`config.mk`:
```
export PLATFORM = sky130hd
export DESIGN_NAME = seven_segment_display_driver_flat
export DESIGN_NICKNAME = d
export VERILOG_FILES = /design/src/rtl/seven_segment_display_driver_if.sv /design/src/rtl/seven_segment_display_driver.sv /design/src/flat_wrapper.sv
export SDC_FILE = /design/constraint.sdc
export NUM_CORES = 1
export LEC_CHECK = 0
export ABC_CLOCK_PERIOD_IN_PS = 2000
export BUFFER_PORTS_ARGS = -buffer_cell sky130_fd_sc_hd__buf_2
export CORE_MARGIN = 3
export CORE_UTILIZATION = 31
export CTS_CLUSTER_DIAMETER = 80
export DETAILED_ROUTE_END_ITERATION = 12
export PLACE_DENSITY = 0.48
export SLEW_MARGIN = 20
export SYNTH_ARGS = -nofsm -noshare
export SYNTH_HDL_FRONTEND = slang
export SYNTH_SLANG_ARGS = --single-unit
```
`constraint.sdc`:
```
create_clock -name clk -period 2 [get_ports clk]
set_input_delay 0.2 -clock clk [delete_from_list [all_inputs] [get_ports clk]]
set_output_delay 0.2 -clock clk [all_outputs]
set_load 0.1 [all_outputs]
```
`src/rtl/seven_segment_display_driver_if.sv`:
```
// Display driver bus: load request with value/mode, busy/overflow status, active-low segments.
// Loads are accepted only while out_busy is low; all outputs come from registers.
interface seven_segment_display_driver_if #(
  parameter int NUM_DIGITS = 6
);
  logic [4*NUM_DIGITS-1:0] in_value;
  logic                    in_load;
  logic                    in_mode_decimal;
  logic                    in_blank_leading_zeros;
  logic                    in_blink_enable;
  logic                    out_busy;
  logic                    out_overflow;
  logic [7*NUM_DIGITS-1:0] out_seven_segment;

  modport master (
    output in_value, in_load, in_mode_decimal, in_blank_leading_zeros, in_blink_enable,
    input  out_busy, out_overflow, out_seven_segment
  );

  modport slave (
    input  in_value, in_load, in_mode_decimal, in_blank_leading_zeros, in_blink_enable,
    output out_busy, out_overflow, out_seven_segment
  );
endinterface

```
`src/rtl/seven_segment_display_driver.sv`:
```
// Multi-digit 7-segment driver: hex shows 1 edge after load; decimal runs a double-dabble
// conversion for 4*NUM_DIGITS cycles (busy), loads ignored while busy; blink and blanking on top.
module seven_segment_display_driver #(
  parameter int NUM_DIGITS = 6,
  parameter int BLINK_DIV  = 25000000
) (
  input logic                           clk,
  input logic                           reset_n,
  seven_segment_display_driver_if.slave bus
);
  localparam int VW = 4 * NUM_DIGITS;
  localparam int SW = 7 * NUM_DIGITS;
  localparam int CW = $clog2(VW);
  localparam int PW = $clog2(BLINK_DIV);
  localparam logic [VW-1:0] MAX_DEC   = VW'(10 ** NUM_DIGITS - 1);
  localparam logic [CW-1:0] LAST_STEP = CW'(VW - 1);
  localparam logic [PW-1:0] PRESC_MAX = PW'(BLINK_DIV - 1);

  typedef enum logic {S_IDLE, S_CONV} state_t;

  state_t          r_state;
  state_t          w_state_next;
  logic            w_busy;
  logic            w_accept;
  logic            w_in_ovf;
  logic            w_conv_start;
  logic [VW-1:0]   r_digits;
  logic [VW-1:0]   r_bin;
  logic [VW-1:0]   r_bcd;
  logic [VW-1:0]   w_bcd_adj;
  logic [VW-1:0]   w_bcd_next;
  logic [CW-1:0]   r_step;
  logic            r_overflow;
  logic            r_blank;
  logic            r_blank_pend;
  logic [PW-1:0]   r_presc;
  logic            r_phase;
  logic [SW-1:0]   w_seg;
  logic            w_seen;

  function automatic logic [6:0] f_decode(input logic [3:0] d);
    f_decode = 7'b1111111;
    case (d)
      4'h0: f_decode = 7'b1000000;
      4'h1: f_decode = 7'b1111001;
      4'h2: f_decode = 7'b0100100;
      4'h3: f_decode = 7'b0110000;
      4'h4: f_decode = 7'b0011001;
      4'h5: f_decode = 7'b0010010;
      4'h6: f_decode = 7'b0000010;
      4'h7: f_decode = 7'b1111000;
      4'h8: f_decode = 7'b0000000;
      4'h9: f_decode = 7'b0011000;
      4'hA: f_decode = 7'b0001000;
      4'hB: f_decode = 7'b0000011;
      4'hC: f_decode = 7'b0100111;
      4'hD: f_decode = 7'b0100001;
      4'hE: f_decode = 7'b0000110;
      4'hF: f_decode = 7'b0001110;
    endcase
  endfunction

  assign w_accept     = bus.in_load && !w_busy;
  assign w_in_ovf     = bus.in_value > MAX_DEC;
  assign w_conv_start = w_accept && bus.in_mode_decimal && !w_in_ovf;

  always_ff @(posedge clk or negedge reset_n) begin
    if (!reset_n) r_state <= S_IDLE;
    else          r_state <= w_state_next;
  end

  always_comb begin
    w_state_next = r_state;
    case (r_state)
      S_IDLE:  if (w_conv_start) w_state_next = S_CONV;
      S_CONV:  if (r_step == LAST_STEP) w_state_next = S_IDLE;
      default: w_state_next = S_IDLE;
    endcase
  end

  always_comb begin
    w_busy = (r_state == S_CONV);
  end

  // Add-3 correction precedes each shift so the final shift leaves a clean BCD result.
  always_comb begin
    w_bcd_adj = r_bcd;
    for (int i = 0; i < NUM_DIGITS; i++) begin
      if (r_bcd[4*i +: 4] >= 4'd5) w_bcd_adj[4*i +: 4] = r_bcd[4*i +: 4] + 4'd3;
    end
    w_bcd_next = {w_bcd_adj[VW-2:0], r_bin[VW-1]};
  end

  always_ff @(posedge clk or negedge reset_n) begin
    if (!reset_n) begin
      r_digits     <= '0;
      r_bin        <= '0;
      r_bcd        <= '0;
      r_step       <= '0;
      r_overflow   <= 1'b0;
      r_blank      <= 1'b0;
      r_blank_pend <= 1'b0;
    end else if (w_accept) begin
      r_blank_pend <= bus.in_blank_leading_zeros;
      if (!bus.in_mode_decimal) begin
        r_digits   <= bus.in_value;
        r_overflow <= 1'b0;
        r_blank    <= bus.in_blank_leading_zeros;
      end else if (w_in_ovf) begin
        r_overflow <= 1'b1;
        r_blank    <= bus.in_blank_leading_zeros;
      end else begin
        r_bin  <= bus.in_value;
        r_bcd  <= '0;
        r_step <= '0;
      end
    end else if (w_busy) begin
      r_bin  <= {r_bin[VW-2:0], 1'b0};
      r_bcd  <= w_bcd_next;
      r_step <= r_step + CW'(1);
      // The old digits and blanking stay visible until the full result is ready.
      if (r_step == LAST_STEP) begin
        r_digits   <= w_bcd_next;
        r_overflow <= 1'b0;
        r_blank    <= r_blank_pend;
      end
    end
  end

  always_ff @(posedge clk or negedge reset_n) begin
    if (!reset_n) begin
      r_presc <= '0;
      r_phase <= 1'b0;
    end else if (!bus.in_blink_enable) begin
      r_presc <= '0;
      r_phase <= 1'b0;
    end else if (r_presc == PRESC_MAX) begin
      r_presc <= '0;
      r_phase <= ~r_phase;
    end else begin
      r_presc <= r_presc + PW'(1);
    end
  end

  always_comb begin
    w_seg  = '1;
    w_seen = 1'b0;
    for (int i = NUM_DIGITS - 1; i >= 0; i--) begin
      if (r_digits[4*i +: 4] != 4'd0) w_seen = 1'b1;
      if (r_phase)                            w_seg[7*i +: 7] = 7'b1111111;
      else if (r_overflow)                    w_seg[7*i +: 7] = 7'b0111111;
      else if (r_blank && !w_seen && i != 0)  w_seg[7*i +: 7] = 7'b1111111;
      else                                    w_seg[7*i +: 7] = f_decode(r_digits[4*i +: 4]);
    end
  end

  assign bus.out_busy          = w_busy;
  assign bus.out_overflow      = r_overflow;
  assign bus.out_seven_segment = w_seg;
endmodule

```
`src/flat_wrapper.sv`:
```
// flat-port wrapper written by rule: the top's interface ports become plain ports
module seven_segment_display_driver_flat 
#(
  parameter int NUM_DIGITS = 6,
  parameter int BLINK_DIV  = 25000000
)
  (clk, reset_n, bus_in_value, bus_in_load, bus_in_mode_decimal, bus_in_blank_leading_zeros, bus_in_blink_enable, bus_out_busy, bus_out_overflow, bus_out_seven_segment);
  seven_segment_display_driver_if #(.NUM_DIGITS(NUM_DIGITS)) bus_i ();
  input logic clk;
  input logic reset_n;
  input wire logic [$bits(bus_i.in_value)-1:0] bus_in_value;
  input wire logic [$bits(bus_i.in_load)-1:0] bus_in_load;
  input wire logic [$bits(bus_i.in_mode_decimal)-1:0] bus_in_mode_decimal;
  input wire logic [$bits(bus_i.in_blank_leading_zeros)-1:0] bus_in_blank_leading_zeros;
  input wire logic [$bits(bus_i.in_blink_enable)-1:0] bus_in_blink_enable;
  output wire logic [$bits(bus_i.out_busy)-1:0] bus_out_busy;
  output wire logic [$bits(bus_i.out_overflow)-1:0] bus_out_overflow;
  output wire logic [$bits(bus_i.out_seven_segment)-1:0] bus_out_seven_segment;
  assign bus_i.in_value = bus_in_value;
  assign bus_i.in_load = bus_in_load;
  assign bus_i.in_mode_decimal = bus_in_mode_decimal;
  assign bus_i.in_blank_leading_zeros = bus_in_blank_leading_zeros;
  assign bus_i.in_blink_enable = bus_in_blink_enable;
  assign bus_out_busy = bus_i.out_busy;
  assign bus_out_overflow = bus_i.out_overflow;
  assign bus_out_seven_segment = bus_i.out_seven_segment;
  seven_segment_display_driver #(.NUM_DIGITS(NUM_DIGITS), .BLINK_DIV(BLINK_DIV)) u_core (.clk(clk), .reset_n(reset_n), .bus(bus_i));
endmodule
```
### After elaboration in Yosys (flattened, before gate mapping)

Memories as Yosys holds them, arrays and structs flattened.
Index checks and enable logic that the tools add are counted.

* mux-type cells: 61
* equal/unequal tests: 7
* bitwise operators: 2
* order comparisons: 7
* add/sub/neg operators: 8
* reductions and logical operators: 25

Operators by type and width (number)
* $mux 24: 12
* $mux 7: 17
* $mux 25: 2
* $add 25x1->25 const B: 1
* $eq 25x25->1 const B: 1
* $ge 4x3->1 const B: 6
* $gt 24x20->1 const B: 1
* $add 4x2->4 const B: 5
* $mux 4: 5
* $mux 5: 4
* $reduce_bool 4->1: 5
* $mux 1: 19
* $reduce_and 3->1: 3
* $logic_and 1x1->1: 8
* $logic_not 1->1: 7
* $ne 2x2->1 const B: 3
* $add 5x1->5 const B: 1
* $eq 5x5->1 const B: 1
* $reduce_bool 2->1: 2
* $add 3x2->3 const B: 1
* $mux 3: 1
* $ne 3x3->1 const B: 1
* $ne 2x1->1 const B: 1
* $not 1->1: 2
* $pmux 1 s2: 1

* bits in read-only memories: 672
* output and inout bits: 44
* bits in registers: 107
* word-level logic and storage cells: 126
* memories: 6

Memory list
* (no name shown): words 16, bits a word 7, rd ports 1, clocked after Yosys merged registers in 0, wr ports 0, line seven_segment_display_driver.sv:43 `case (d)`
* (no name shown): words 16, bits a word 7, rd ports 1, clocked after Yosys merged registers in 0, wr ports 0, line seven_segment_display_driver.sv:43
* (no name shown): words 16, bits a word 7, rd ports 1, clocked after Yosys merged registers in 0, wr ports 0, line seven_segment_display_driver.sv:43
* (no name shown): words 16, bits a word 7, rd ports 1, clocked after Yosys merged registers in 0, wr ports 0, line seven_segment_display_driver.sv:43
* (no name shown): words 16, bits a word 7, rd ports 1, clocked after Yosys merged registers in 0, wr ports 0, line seven_segment_display_driver.sv:43
* (no name shown): words 16, bits a word 7, rd ports 1, clocked after Yosys merged registers in 0, wr ports 0, line seven_segment_display_driver.sv:43

### Depth between registers and ports, before layout

* depth after elaboration: 11
* depth in mapped cells: 8
* mapped depth without buffers: 7

### Least setup slack after synthesis

OpenSTA, ideal clock, no wires.

* kind: register to output
* start: register u_core.r_digits[20]
* end: output bus_out_seven_segment[38]
* cell stages (with the launch flop): 5
* arrival time: 4.250 ns
* setup slack: -2.450 ns
* required time: 1.800 ns
* buffers on the path: 0
* path through: dfrtp_1 inv_1 ha_1 nor2b_1 o311ai_0

* longest elaborated chain between the ends: 7
* elaborated cells on any way between the ends: 8
* those cells by class: mux (4); reduce/logical (3); memory (1)

RTL lines
* start, declared: line seven_segment_display_driver.sv:27 `logic [VW-1:0] r_digits;`
* start signal, assigned: line seven_segment_display_driver.sv:106 `r_digits <= bus.in_value;`
* start signal, assigned: line seven_segment_display_driver.sv:123 `r_digits <= w_bcd_next;`
* branches (longest 4 deep; another with $mem_v2 16x7)
* $mux 7 *: line seven_segment_display_driver.sv:152 `else if (r_blank && !w_seen && i != 0) w_seg[7*i +: 7] = 7'b1111111;`
* $mux 7 *: line seven_segment_display_driver.sv:151 `else if (r_overflow) w_seg[7*i +: 7] = 7'b0111111;`
* $mux 7 *: line seven_segment_display_driver.sv:150 `if (r_phase) w_seg[7*i +: 7] = 7'b1111111;`
* end, declared: line flat_wrapper.sv:18 `output wire logic [$bits(bus_i.out_seven_segment)-1:0] bus_out_seven_segment;`

Mark *: on every way between the ends.

### Worst setup path in the final report

* start: register u_core.r_digits[16]
* end: output bus_out_seven_segment[9]

* longest elaborated chain between the ends: 10

RTL lines
* $reduce_bool 4->1: line seven_segment_display_driver.sv:149 `if (r_digits[4*i +: 4] != 4'd0) w_seen = 1'b1;`
* $mux 1 (4 in series): line seven_segment_display_driver.sv:149
* $logic_not 1->1: line seven_segment_display_driver.sv:152
* $logic_and 1x1->1: line seven_segment_display_driver.sv:152
* $mux 7: line seven_segment_display_driver.sv:152
* $mux 7: line seven_segment_display_driver.sv:151
* $mux 7: line seven_segment_display_driver.sv:150

No other way between the ends.

==> impl_metrics.py <==
metrics = {
    "critical_path": {
        "reg2reg_depth": 7,
        "path_class": "reg -> out",
        "crit_path_max_incr_delay_ps": 390,
        "crit_chain": "inv_2, ha_4, nor3b_4, and4_4, and3_4, nor2_4, o211ai_1, clkbuf_16",
        "cp.required_ps": 1800,
        "crit_arrival_ps": 2110,
        "critPathSlowestCell": "dfrtp_1",
        "crit_path_end_kind": "primary output",
        "crit_path_max_fanout": 6,
        "start_kind": "flop",
    },
    "drt": {
        "drtPass1Iterations": 5,
        "wl_per_cell_um": 15.4,
        "viasPerCell": 4.93,
        "drtIter0Drc": 317,
        "drcViolationCount": 0,
        "postRouteAntennaNets": 0,
        "wl_um": 18400,
        "vias": 5907,
    },
    "sta": {
        "setup_viol": 36,
        "clock-skew-final_ps": 9.07,
        "slew_headroom": 0.620,
        "min_period_over_period": 1.16,
        "rsz0062_at_grt": "true",
        "fin_ws_ps": -311,
        "min_period_ps": 2310,
        "max_freq_ghz": 0.433,
        "slew_violations": 0,
        "final_hold_viol_count": 0,
        "worstMarginPinSlew_ps": 570,
    },
    "placed_design": {
        "place.port_buffers": 73,
        "hpwl_um": 13700,
        "gp_congestion": 0.823,
        "post-place-ws_ps": -2.40,
    },
    "synthesis": {
        "syn_nets": 863,
        "syn_avg_cell_area_um2": 8.68,
        "synth_ff_type": "dfrtp_1",
        "synth.area.top_cells": "dfrtp_1 (39%), ha_1 (7.3%), nand2_1 (6.1%)",
        "yosysTopAreaCell": "dfrtp_1",
        "synth_async_sr_flop_share": 1.00,
        "syn_area_mm2": 0.00689,
        "synth_top_area_share": 0.389,
        "yosys_warnings": 0,
        "synth_edf_count": 0,
        "yosysMostFrequentCell": "nand2_1",
        "synth_seq_cells": 107,
        "synthTopCellsByCount": "nand2_1 (111), dfrtp_1 (107), nor2_1 (77)",
        "syn_inst": 793,
        "ys_types": 51,
        "synth_seq_area_share": 0.389,
    },
    "layout": {
        "antennaDiodeCount": 0,
        "fillCellCount": 2030,
        "final-seq-area_mm2": 0.00269,
        "fin_nets": 988,
        "drive_above_1_share": 0.320,
        "multi_input_area_mm2": 0.00445,
        "syn2layout_area_growth_pct": 41.1,
    },
    "clocking": {
        "htreeDepth": 3,
        "clockBufferDepth": 2,
        "cts_tree": "yes",
        "clock-sinks": 107,
        "cts_inserted_buffers": 9,
        "clock_latency_ps": 360,
        "path_clk_slew_ps": 80,
        "cts_root_buffer": "clkbuf_16",
    },
    "run": {
        "max_cap_viol_count": 0,
    },
    "global_route": {
        "grt_usage": 0.154,
        "grt-ovfl-total": 0,
        "grt_pass1_vias": 5829,
        "antenna_found_initial": 0,
        "grt_first_pass_wirelength_um": 30300,
        "grt_max_degree": 42,
    },
    "die": {
        "io_pins": 74,
        "die_area_mm2": 0.0240,
        "core.rowCount": 53,
        "initial_core_util": 0.321,
        "core-area_mm2": 0.0214,
        "die_h_um": 155,
        "die_w_um": 155,
    },
    "status": {
        "status": "finished with violations",
        "violations": "setup timing",
    },
    "min_path": {
        "whs_path_depth": 2,
        "min_path_type": "in -> reg",
    },
}
[timing repair]
action                     CTS  global route
pin swaps                   15            15
buffers inserted            12            16
resized for setup           48            33
hold buffers                 1             0
setup endpoints to repair   38            39
hold endpoints to repair    36             0
[stage by stage]
stage / cells / area (um2) / utilization / setup TNS (ps) / hold slack [ps]
4_1_cts: 1184 / 9490 / 0.443 / -7510 / 71.4
5_1_grt: 1198 / 9720 / 0.454 / -10050 / 112
2_1_floorplan: 793 / 7350 / - / -9200 / -95.6
3_5_place_dp: 1156 / 8880 / 0.414 / -2.40 / 242
3_3_place_gp: 1156 / 8880 / 0.414 / 0 / 238
6_report: 1198 / 9720 / 0.454 / -6610 / 82.2
[registers in the layout, indices dropped and copies added, names as in the netlist]
name and count:
u_core.r_blank 1, u_core.bus.out_busy 1, u_core.r_bcd 24, u_core.r_blank_pend 1, u_core.bus.out_overflow 1, u_core.r_phase 1
u_core.r_digits 24, u_core.r_presc 25, u_core.r_step 5, u_core.r_bin 24
[kinds of logic after synthesis]
group | count (synthesis) | share of synthesized area
buffers and inverters | 85 | 0.0516
XOR/XNOR | 37 | 0.0471
multiplexers | 39 | 0.0643
AO/OA/AOI/OAI | 211 | 0.187
adder cells (fa/ha/maj) | 40 | 0.0727
flip-flops | 107 | 0.389
AND/OR/NAND/NOR | 274 | 0.188
[cell usage in the layout, fill, tap and decap left out, drive strengths merged, types with 12 or more instances in the layout]
| master | n |
|---|---|
| mux2i | 24 |
| inv | 40 |
| xnor2 | 12 |
| nand2 | 111 |
| o21ai | 64 |
| o211ai | 24 |
| clkbuf | 14 |
| xor2 | 25 |
| ha | 40 |
| a211oi | 13 |
| dfrtp | 107 |
| nor2 | 77 |
| a21o | 12 |
| mux2 | 12 |
| nand3 | 16 |
| a21oi | 60 |
| buf | 155 |
[worst paths after layout]
kind / start / endpoint / slack [ps]
min in group asynchronous: reset_n / u_core.r_digits[7]$_DFFE_PN0P_ / 380
max in group asynchronous: reset_n / u_core.r_digits[13]$_DFFE_PN0P_ / 980
hold reg to reg: u_core.r_blank_pend$_DFFE_PN0P_ / u_core.r_blank_pend$_DFFE_PN0P_ / 470
setup / recovery: u_core.r_digits[16]$_DFFE_PN0P_ / bus_out_seven_segment[9] / -310
hold / removal: bus_in_blink_enable / u_core.r_phase$_DFFE_PN0P_ / 80
setup reg to reg: u_core.r_presc[0]$_DFF_PN0_ / u_core.r_presc[7]$_DFF_PN0_ / 130
[final cells by class]
| class | count | area share |
|---|---|---|
| multi-input combinational | 601 | 0.458 |
| sequential | 107 | 0.277 |
| clock buffer | 10 | 0.0246 |
| clock inverter | 6 | 0.00618 |
| timing repair buffer | 160 | 0.183 |
| inverter | 39 | 0.0153 |
| tap | 275 | 0.0354 |
[worst max-delay path: cells and delay by family, from the launching register on]
family                     cells  cell delay, ps
and+or+nand+nor                4             750
adders and majority gates      1             130
AOI/OAI and AO/OA              1             140
DFF                            1             390
buffers and inverters          2             330
[metal layers]
metal / vias up / wire length, um / track usage
met2: 92 / 8310 / 0.240
met4: 0 / 274 / 0.0492
met1: 2791 / 9260 / 0.223
met3: 18 / 542 / 0.0172
met5: - / 0 / 0
li1: 3006 / - / -
Power is left out: the tool's default activity adds up to more than one toggle a clock period on the data nets, which glitch-free logic cannot reach.
